$ cat config.mk
export PLATFORM = sky130hd
export DESIGN_NAME = integrator_tdm_sequencer_flat
export DESIGN_NICKNAME = d
export VERILOG_FILES = /design/src/rtl/integrator_tdm_sequencer_if.sv /design/src/rtl/integrator_tdm_sequencer.sv /design/src/flat_wrapper.sv
export SDC_FILE = /design/constraint.sdc
export NUM_CORES = 1
export LEC_CHECK = 0
export ABC_AREA = 1
export BUFFER_PORTS_ARGS = -buffer_cell sky130_fd_sc_hd__buf_2
export CELL_PAD_IN_SITES_DETAIL_PLACEMENT = 1
export CELL_PAD_IN_SITES_GLOBAL_PLACEMENT = 1
export CORE_ASPECT_RATIO = 1.2
export CORE_MARGIN = 10
export CORE_UTILIZATION = 43
export CTS_CLUSTER_DIAMETER = 40
export DETAILED_ROUTE_END_ITERATION = 16
export PLACE_DENSITY = 0.83
export SLEW_MARGIN = 20
export SYNTH_ARGS = -nofsm -noshare
export SYNTH_HDL_FRONTEND = slang
export SYNTH_SLANG_ARGS = --single-unit
$ cat constraint.sdc
create_clock -name MCLK_I -period 3.3 [get_ports MCLK_I]
set_input_delay 0 -clock MCLK_I [delete_from_list [all_inputs] [get_ports MCLK_I]]
set_output_delay 0 -clock MCLK_I [all_outputs]
set_load 0.01 [all_outputs]
$ cat src/rtl/integrator_tdm_sequencer_if.sv
// Bus bundle for the TDM integrator: sample-side inputs and the
// sample-aligned result outputs. Clock and reset stay as plain ports.
interface integrator_tdm_sequencer_if #(
  parameter int DATA_BIT_WIDTH = 5,
  parameter int CH_NUM         = 4
);
  logic                             CLK_I;
  logic [CH_NUM*DATA_BIT_WIDTH-1:0] DATA_I;
  logic [CH_NUM-1:0]                CLR_I;
  logic                             CLK_O;
  logic [CH_NUM*DATA_BIT_WIDTH-1:0] DATA_O;
  logic [CH_NUM-1:0]                OFDET_O;
  logic [CH_NUM-1:0]                UFDET_O;
  logic                             BUSY_O;
  logic                             OVRN_O;

  // Front end / consumer side: drives samples, receives results.
  modport master (
    output CLK_I, DATA_I, CLR_I,
    input  CLK_O, DATA_O, OFDET_O, UFDET_O, BUSY_O, OVRN_O
  );

  // Sequencer side.
  modport slave (
    input  CLK_I, DATA_I, CLR_I,
    output CLK_O, DATA_O, OFDET_O, UFDET_O, BUSY_O, OVRN_O
  );
endinterface

$ cat src/rtl/integrator_tdm_sequencer.sv
// Time-division multiplexed bank of saturating integrators. One signed
// adder is shared by all channels: each sample edge snapshots the inputs,
// walks the channels one per MCLK cycle, then publishes every result at
// once together with a sample-aligned output clock.
module integrator_tdm_sequencer #(
  parameter int DATA_BIT_WIDTH = 5,
  parameter int CH_NUM         = 4,
  parameter int CH_BIT_WIDTH   = 2
) (
  input  logic                        MCLK_I,
  input  logic                        RST_I,
  integrator_tdm_sequencer_if.slave   bus
);

  localparam int W = DATA_BIT_WIDTH;

  localparam logic [W-1:0]            ACC_MAX = {1'b0, {(W-1){1'b1}}};
  localparam logic [W-1:0]            ACC_MIN = {1'b1, {(W-1){1'b0}}};
  localparam logic [CH_BIT_WIDTH-1:0] CH_LAST = CH_BIT_WIDTH'(CH_NUM - 1);
  localparam logic [CH_BIT_WIDTH-1:0] CH_ONE  = CH_BIT_WIDTH'(1);

  typedef enum logic [1:0] {
    ST_IDLE = 2'd0,
    ST_RUN  = 2'd1,
    ST_DONE = 2'd2
  } state_t;

  state_t                  state_q;
  logic                    clk_d_q;
  logic [CH_BIT_WIDTH-1:0] ch_q;

  logic [W-1:0]            snap_data_q [CH_NUM];
  logic [CH_NUM-1:0]       snap_clr_q;
  logic [W-1:0]            acc_q       [CH_NUM];
  logic [CH_NUM-1:0]       of_q;
  logic [CH_NUM-1:0]       uf_q;

  logic [CH_NUM*W-1:0]     data_o_q;
  logic [CH_NUM-1:0]       ofdet_q;
  logic [CH_NUM-1:0]       ufdet_q;
  logic                    clk_o_q;
  logic                    busy_q;
  logic                    ovrn_q;

  // Per-channel view of the packed input bus.
  logic [W-1:0]            data_in [CH_NUM];

  genvar gi;
  generate
    for (gi = 0; gi < CH_NUM; gi++) begin : g_unpack
      assign data_in[gi] = bus.DATA_I[gi*W +: W];
    end
  endgenerate

  // CLK_I is only sampled; edges are found against its one-cycle delay.
  logic rise_d;
  logic fall_d;
  assign rise_d =  bus.CLK_I & ~clk_d_q;
  assign fall_d = ~bus.CLK_I &  clk_d_q;

  // Shared datapath: the channel selected by ch_q.
  logic [W-1:0] sel_acc;
  logic [W-1:0] sel_in;
  logic         sel_clr;
  logic [W:0]   sum_d;
  logic [W-1:0] acc_d;
  logic         of_d;
  logic         uf_d;

  assign sel_acc = acc_q[ch_q];
  assign sel_in  = snap_data_q[ch_q];
  assign sel_clr = snap_clr_q[ch_q];
  assign sum_d   = {sel_acc[W-1], sel_acc} + {sel_in[W-1], sel_in};

  // Saturating add (or clear) for the channel currently being served.
  always_comb begin
    acc_d = sum_d[W-1:0];
    of_d  = 1'b0;
    uf_d  = 1'b0;
    if (sel_clr) begin
      acc_d = '0;
    end else if (sum_d[W:W-1] == 2'b01) begin
      acc_d = ACC_MAX;
      of_d  = 1'b1;
    end else if (sum_d[W:W-1] == 2'b10) begin
      acc_d = ACC_MIN;
      uf_d  = 1'b1;
    end
  end

  // Frame sequencer: snapshot, per-channel update, publish; all outputs registered.
  always_ff @(posedge MCLK_I or posedge RST_I) begin
    if (RST_I) begin
      state_q    <= ST_IDLE;
      clk_d_q    <= 1'b1;
      ch_q       <= '0;
      snap_clr_q <= '0;
      of_q       <= '0;
      uf_q       <= '0;
      data_o_q   <= '0;
      ofdet_q    <= '0;
      ufdet_q    <= '0;
      clk_o_q    <= 1'b0;
      busy_q     <= 1'b0;
      ovrn_q     <= 1'b0;
      for (int k = 0; k < CH_NUM; k++) begin
        acc_q[k]       <= '0;
        snap_data_q[k] <= '0;
      end
    end else begin
      clk_d_q <= bus.CLK_I;

      // A fall drops CLK_O; a publish in the same cycle overrides it below.
      if (fall_d) begin
        clk_o_q <= 1'b0;
      end

      case (state_q)
        ST_IDLE: begin
          if (rise_d) begin
            for (int k = 0; k < CH_NUM; k++) begin
              snap_data_q[k] <= data_in[k];
            end
            snap_clr_q <= bus.CLR_I;
            ch_q       <= '0;
            busy_q     <= 1'b1;
            state_q    <= ST_RUN;
          end
        end

        ST_RUN: begin
          if (rise_d) begin
            ovrn_q <= 1'b1;
          end
          acc_q[ch_q] <= acc_d;
          of_q[ch_q]  <= of_d;
          uf_q[ch_q]  <= uf_d;
          if (ch_q == CH_LAST) begin
            state_q <= ST_DONE;
          end else begin
            ch_q <= ch_q + CH_ONE;
          end
        end

        ST_DONE: begin
          if (rise_d) begin
            ovrn_q <= 1'b1;
          end
          for (int k = 0; k < CH_NUM; k++) begin
            data_o_q[k*W +: W] <= acc_q[k];
          end
          ofdet_q <= of_q;
          ufdet_q <= uf_q;
          clk_o_q <= 1'b1;
          busy_q  <= 1'b0;
          state_q <= ST_IDLE;
        end

        default: begin
          state_q <= ST_IDLE;
          busy_q  <= 1'b0;
        end
      endcase
    end
  end

  assign bus.DATA_O  = data_o_q;
  assign bus.OFDET_O = ofdet_q;
  assign bus.UFDET_O = ufdet_q;
  assign bus.CLK_O   = clk_o_q;
  assign bus.BUSY_O  = busy_q;
  assign bus.OVRN_O  = ovrn_q;

endmodule
$ cat src/flat_wrapper.sv
// flat-port wrapper written by rule: the top's interface ports become plain ports
module integrator_tdm_sequencer_flat 
#(
  parameter int DATA_BIT_WIDTH = 5,
  parameter int CH_NUM         = 4,
  parameter int CH_BIT_WIDTH   = 2
)
  (MCLK_I, RST_I, bus_CLK_I, bus_DATA_I, bus_CLR_I, bus_CLK_O, bus_DATA_O, bus_OFDET_O, bus_UFDET_O, bus_BUSY_O, bus_OVRN_O);
  integrator_tdm_sequencer_if #(.DATA_BIT_WIDTH(DATA_BIT_WIDTH), .CH_NUM(CH_NUM)) bus_i ();
  input  logic MCLK_I;
  input  logic RST_I;
  input wire logic [$bits(bus_i.CLK_I)-1:0] bus_CLK_I;
  input wire logic [$bits(bus_i.DATA_I)-1:0] bus_DATA_I;
  input wire logic [$bits(bus_i.CLR_I)-1:0] bus_CLR_I;
  output wire logic [$bits(bus_i.CLK_O)-1:0] bus_CLK_O;
  output wire logic [$bits(bus_i.DATA_O)-1:0] bus_DATA_O;
  output wire logic [$bits(bus_i.OFDET_O)-1:0] bus_OFDET_O;
  output wire logic [$bits(bus_i.UFDET_O)-1:0] bus_UFDET_O;
  output wire logic [$bits(bus_i.BUSY_O)-1:0] bus_BUSY_O;
  output wire logic [$bits(bus_i.OVRN_O)-1:0] bus_OVRN_O;
  assign bus_i.CLK_I = bus_CLK_I;
  assign bus_i.DATA_I = bus_DATA_I;
  assign bus_i.CLR_I = bus_CLR_I;
  assign bus_CLK_O = bus_i.CLK_O;
  assign bus_DATA_O = bus_i.DATA_O;
  assign bus_OFDET_O = bus_i.OFDET_O;
  assign bus_UFDET_O = bus_i.UFDET_O;
  assign bus_BUSY_O = bus_i.BUSY_O;
  assign bus_OVRN_O = bus_i.OVRN_O;
  integrator_tdm_sequencer #(.DATA_BIT_WIDTH(DATA_BIT_WIDTH), .CH_NUM(CH_NUM), .CH_BIT_WIDTH(CH_BIT_WIDTH)) u_core (.MCLK_I(MCLK_I), .RST_I(RST_I), .bus(bus_i));
endmodule
==> results by group <==
Run status
  – Outcome: completed

Timing
  – Fin crit share: about nine tenths
  – Finish-stage setup viols: 0
  – Fin. max-slew vios: 0
  – Worst-Margin Slew: ~860 ps
  – Clock skew: 8.60 ps
  – Hold Fails Final Rpt: 0
  – Rel. slew slack: a little over two fifths
  – F_max: between 300 and 400 MHz
  – RSZ-0062 raised after global routing: no
  – Setup TNS: 0 ps
  – Final Critical Period: between 2000 and 3000 ps

Floorplanning
  – Die area: 0.0134 mm2
  – Die X: approximately 110 um
  – Initial core utilization: between 40 and 50%
  – Core Rows: 38
  – Area of the core: ~0.009 mm2
  – Top Ports: a little under 60
  – Die Y-Extent: 125 um

Drt
  – Vias/cell: 5.12
  – Routed vias: between 3000 and 4000
  – Wire per inst: around 17 um
  – DRT Wirelength: 10700 um
  – Initial DRC count: 146
  – Antenna Nets Post-Route: 0
  – Router iterations before antenna repair: 4
  – DRC viols: 0

Pwr
  – Peak supply drop: approximately 440 uV
  – Psw: a little under 2000 uW
  – Sequential power share: a little over a third
  – Power Density: 941 mW/mm2
  – Clock power frac: a little under a fifth
  – Comb power frac: between 40% and 50%
  – Int Power: roughly 2500 uW
  – Leak pwr: around 0.0025 uW
  – Sw frac: 43.8%

Critical path
  – Data required, critical path: about 3600 ps
  – Worst setup EP type: register
  – Crit path kind: register to register
  – Critical Path AT: about 3300 ps
  – Crit path max fanout: 16
  – Startpoint Class: register

CTS
  – Setup repair bufs after CTS: 0
  – Clock root cell: clkbuf_8
  – Clock tree sinks: ~90
  – Num CTS Buffers: 9
  – Clock transition at the registers of the reported paths: 90 ps
  – CTS tree: done
  – Clock buffer depth: 2
  – Latest clock arrival within the worst-skew pair: between 300 and 400 ps
  – Post-cts gate resize count: 0
  – CTS H-tree depth: 3

Min path
  – Worst hold-check path type: input port to register

Global routing
  – Antenna violations before repair: 0
  – First-pass GRT wire length: 17900 um
  – Number of global-route vias before repair: about 3600
  – GRT Overall Usage: around 17%
  – Remaining global-route overflow: 0
  – Largest net degree at the start of global routing: 65

Synth
  – Count leader, synth: nand2_1
  – Post-synth top cells: nand2_1 (142), dfrtp_1 (87), o21ai_0 (38), nor2_1 (26)
  – Post-Syn Area: a little under 0.004 mm2
  – Cell type with the largest total area after synthesis: dfrtp_1
  – Syn Inst Count: ~420
  – Ys async rst share: 100%
  – Syn nets: 462
  – EDFF count, synth: 0
  – Post-synthesis sequential area ratio: a little under three fifths
  – Post-synth top flop: dfrtp_1
  – Top cells by area, synth: dfrtp_1 (55%), nand2_1 (14%), mux2_2 (6.3%)
  – Share of the synthesized area in the top cell type: a little under three fifths
  – Yosys cell types: 27
  – Synth Area per Inst: approximately 9.3 um2
  – Flop and latch count out of synthesis: just under 90
  – Synth Warn #: 0

Final layout
  – Multi-input combinational cell area: ~0.0016 mm2
  – Fin nets: roughly 540
  – Fraction of layout cells with a size suffix above 1: between 20% and 30%
  – Area Overhead vs Synth: 22.1%
  – Fillers: 1033
  – Antenna Cells: 0
  – Fin cells: 627
  – Sequential cell area: between 0.002 and 0.0025 mm2

Place
  – Post-DP HPWL: roughly 7500 um
  – GP Congestion: 0.847
  – IO Port Bufs: between 50 and 60
  – # placed instances: ~590

Run
  – Total of max-cap violations: 0
## placed cells by master (no fill, tap or decap), drive strengths merged, types with 5 or more instances in the layout
| cell | instances |
|---|---|
| nand2 | 144 |
| dfrtp | 87 |
| buf | 60 |
| o21ai | 41 |
| nor2 | 26 |
| dlygate4sd3 | 26 |
| nand3 | 24 |
| inv | 24 |
| mux2 | 22 |
| o22ai | 12 |
| ha | 12 |
| clkbuf | 11 |
| a21oi | 5 |
## registers in the layout (all words and copies together), names as in the netlist
name	cells
u_core.acc_q	20
u_core.bus.BUSY_O	1
u_core.bus.CLK_O	1
u_core.bus.DATA_O	20
u_core.bus.OFDET_O	4
u_core.bus.OVRN_O	1
u_core.bus.UFDET_O	4
u_core.ch_q	2
u_core.clk_d_q	1
u_core.of_q	4
u_core.snap_clr_q	4
u_core.snap_data_q	20
u_core.state_q	2
u_core.uf_q	4
## power groups by stage
stage	logic, uW	registers, uW	clock network (uW)
after floorplan	1470	1590	0
after global placement	1900	1620	0
after detailed placement	2000	1640	0
after CTS	2040	1630	855
after global routing	2310	1660	912
final	2040	1630	841
## area by class of cell
type                            instances  area share (%)
Clock inverter                          5            1.65
Tap cell                              120            3.13
Inverter                               23            1.85
Sequential cell                        88            46.0
Timing Repair Buffer                   86            11.9
Clock buffer                           11            2.95
Multi-Input combinational cell        294            32.6
## repair_timing
action,in CTS,in global routing
setup endpoints to repair,0,0
endpoints found under the hold margin,89,0
hold buffers,26,0
## routing by layer
layer / wire length (um) / GRT usage (%) / vias to the layer above / part of all wire [%]
met3: 575 / 5.33 / 20 / 5.4
li1: - / - / 1533 / -
met5: 0 / 0 / - / 0
met2: 5750 / 30.2 / 87 / 54
met4: 232 / 6.30 / 0 / 2.2
met1: 4160 / 17.4 / 1569 / 39
## worst max-delay path, cell delays in order (launching register included)
cell	delay, ps
dfrtp_1	590
inv_1	310
o21ai_0	170
o22ai_1	120
ha_1	250
fa_1	410
nand3_1	130
nand3_1	90
nand2_2	140
inv_2	60
a21oi_4	370
nand3_1	160
nand2_1	90
## stage by stage
stage | utilization, % | area (um2) | setup WS (ps) | power [uW] | hold WS (ps)
final | 53.3 | 4790 | 351 | 4510 | 324
after global placement | 48.0 | 4310 | 600 | 3520 | 146
after detailed placement | 48.0 | 4310 | 423 | 3640 | 147
after CTS | 53.3 | 4790 | 401 | 4520 | 299
after global routing | 53.3 | 4790 | 136 | 4890 | 309
after floorplan | - | 3920 | 1010 | 3060 | 4.48
## cells by family after synthesis
logic type | Yosys count | synth area share (%)
and+or+nand+nor | 196 | 20.0
DFF | 88 | 56.2
AOI/OAI and AO/OA | 61 | 8.67
buffers and inverters | 40 | 4.08
muxes | 22 | 6.31
adders and majority gates | 13 | 4.34
xor gates and xnor gates | 2 | 0.447
## path summary, 6_finish.rpt
kind | startpoint | to | slack (ps) | cells past startpoint
setup / recovery | u_core.ch_q[1] | u_core.acc_q[15] | 350 | 12
hold / removal | bus_CLK_I | u_core.clk_d_q | 320 | 2
setup reg to reg | u_core.ch_q[1] | u_core.acc_q[15] | 350 | 12
hold reg to reg | u_core.bus.DATA_O[7] | u_core.bus.DATA_O[7] | 470 | 2
max in group asynchronous | RST_I | u_core.snap_data_q[11] | 2120 | 4
min in group asynchronous | RST_I | u_core.bus.UFDET_O[3] | 330 | 3
No activity file was read; power rests on OpenSTA's default activity.
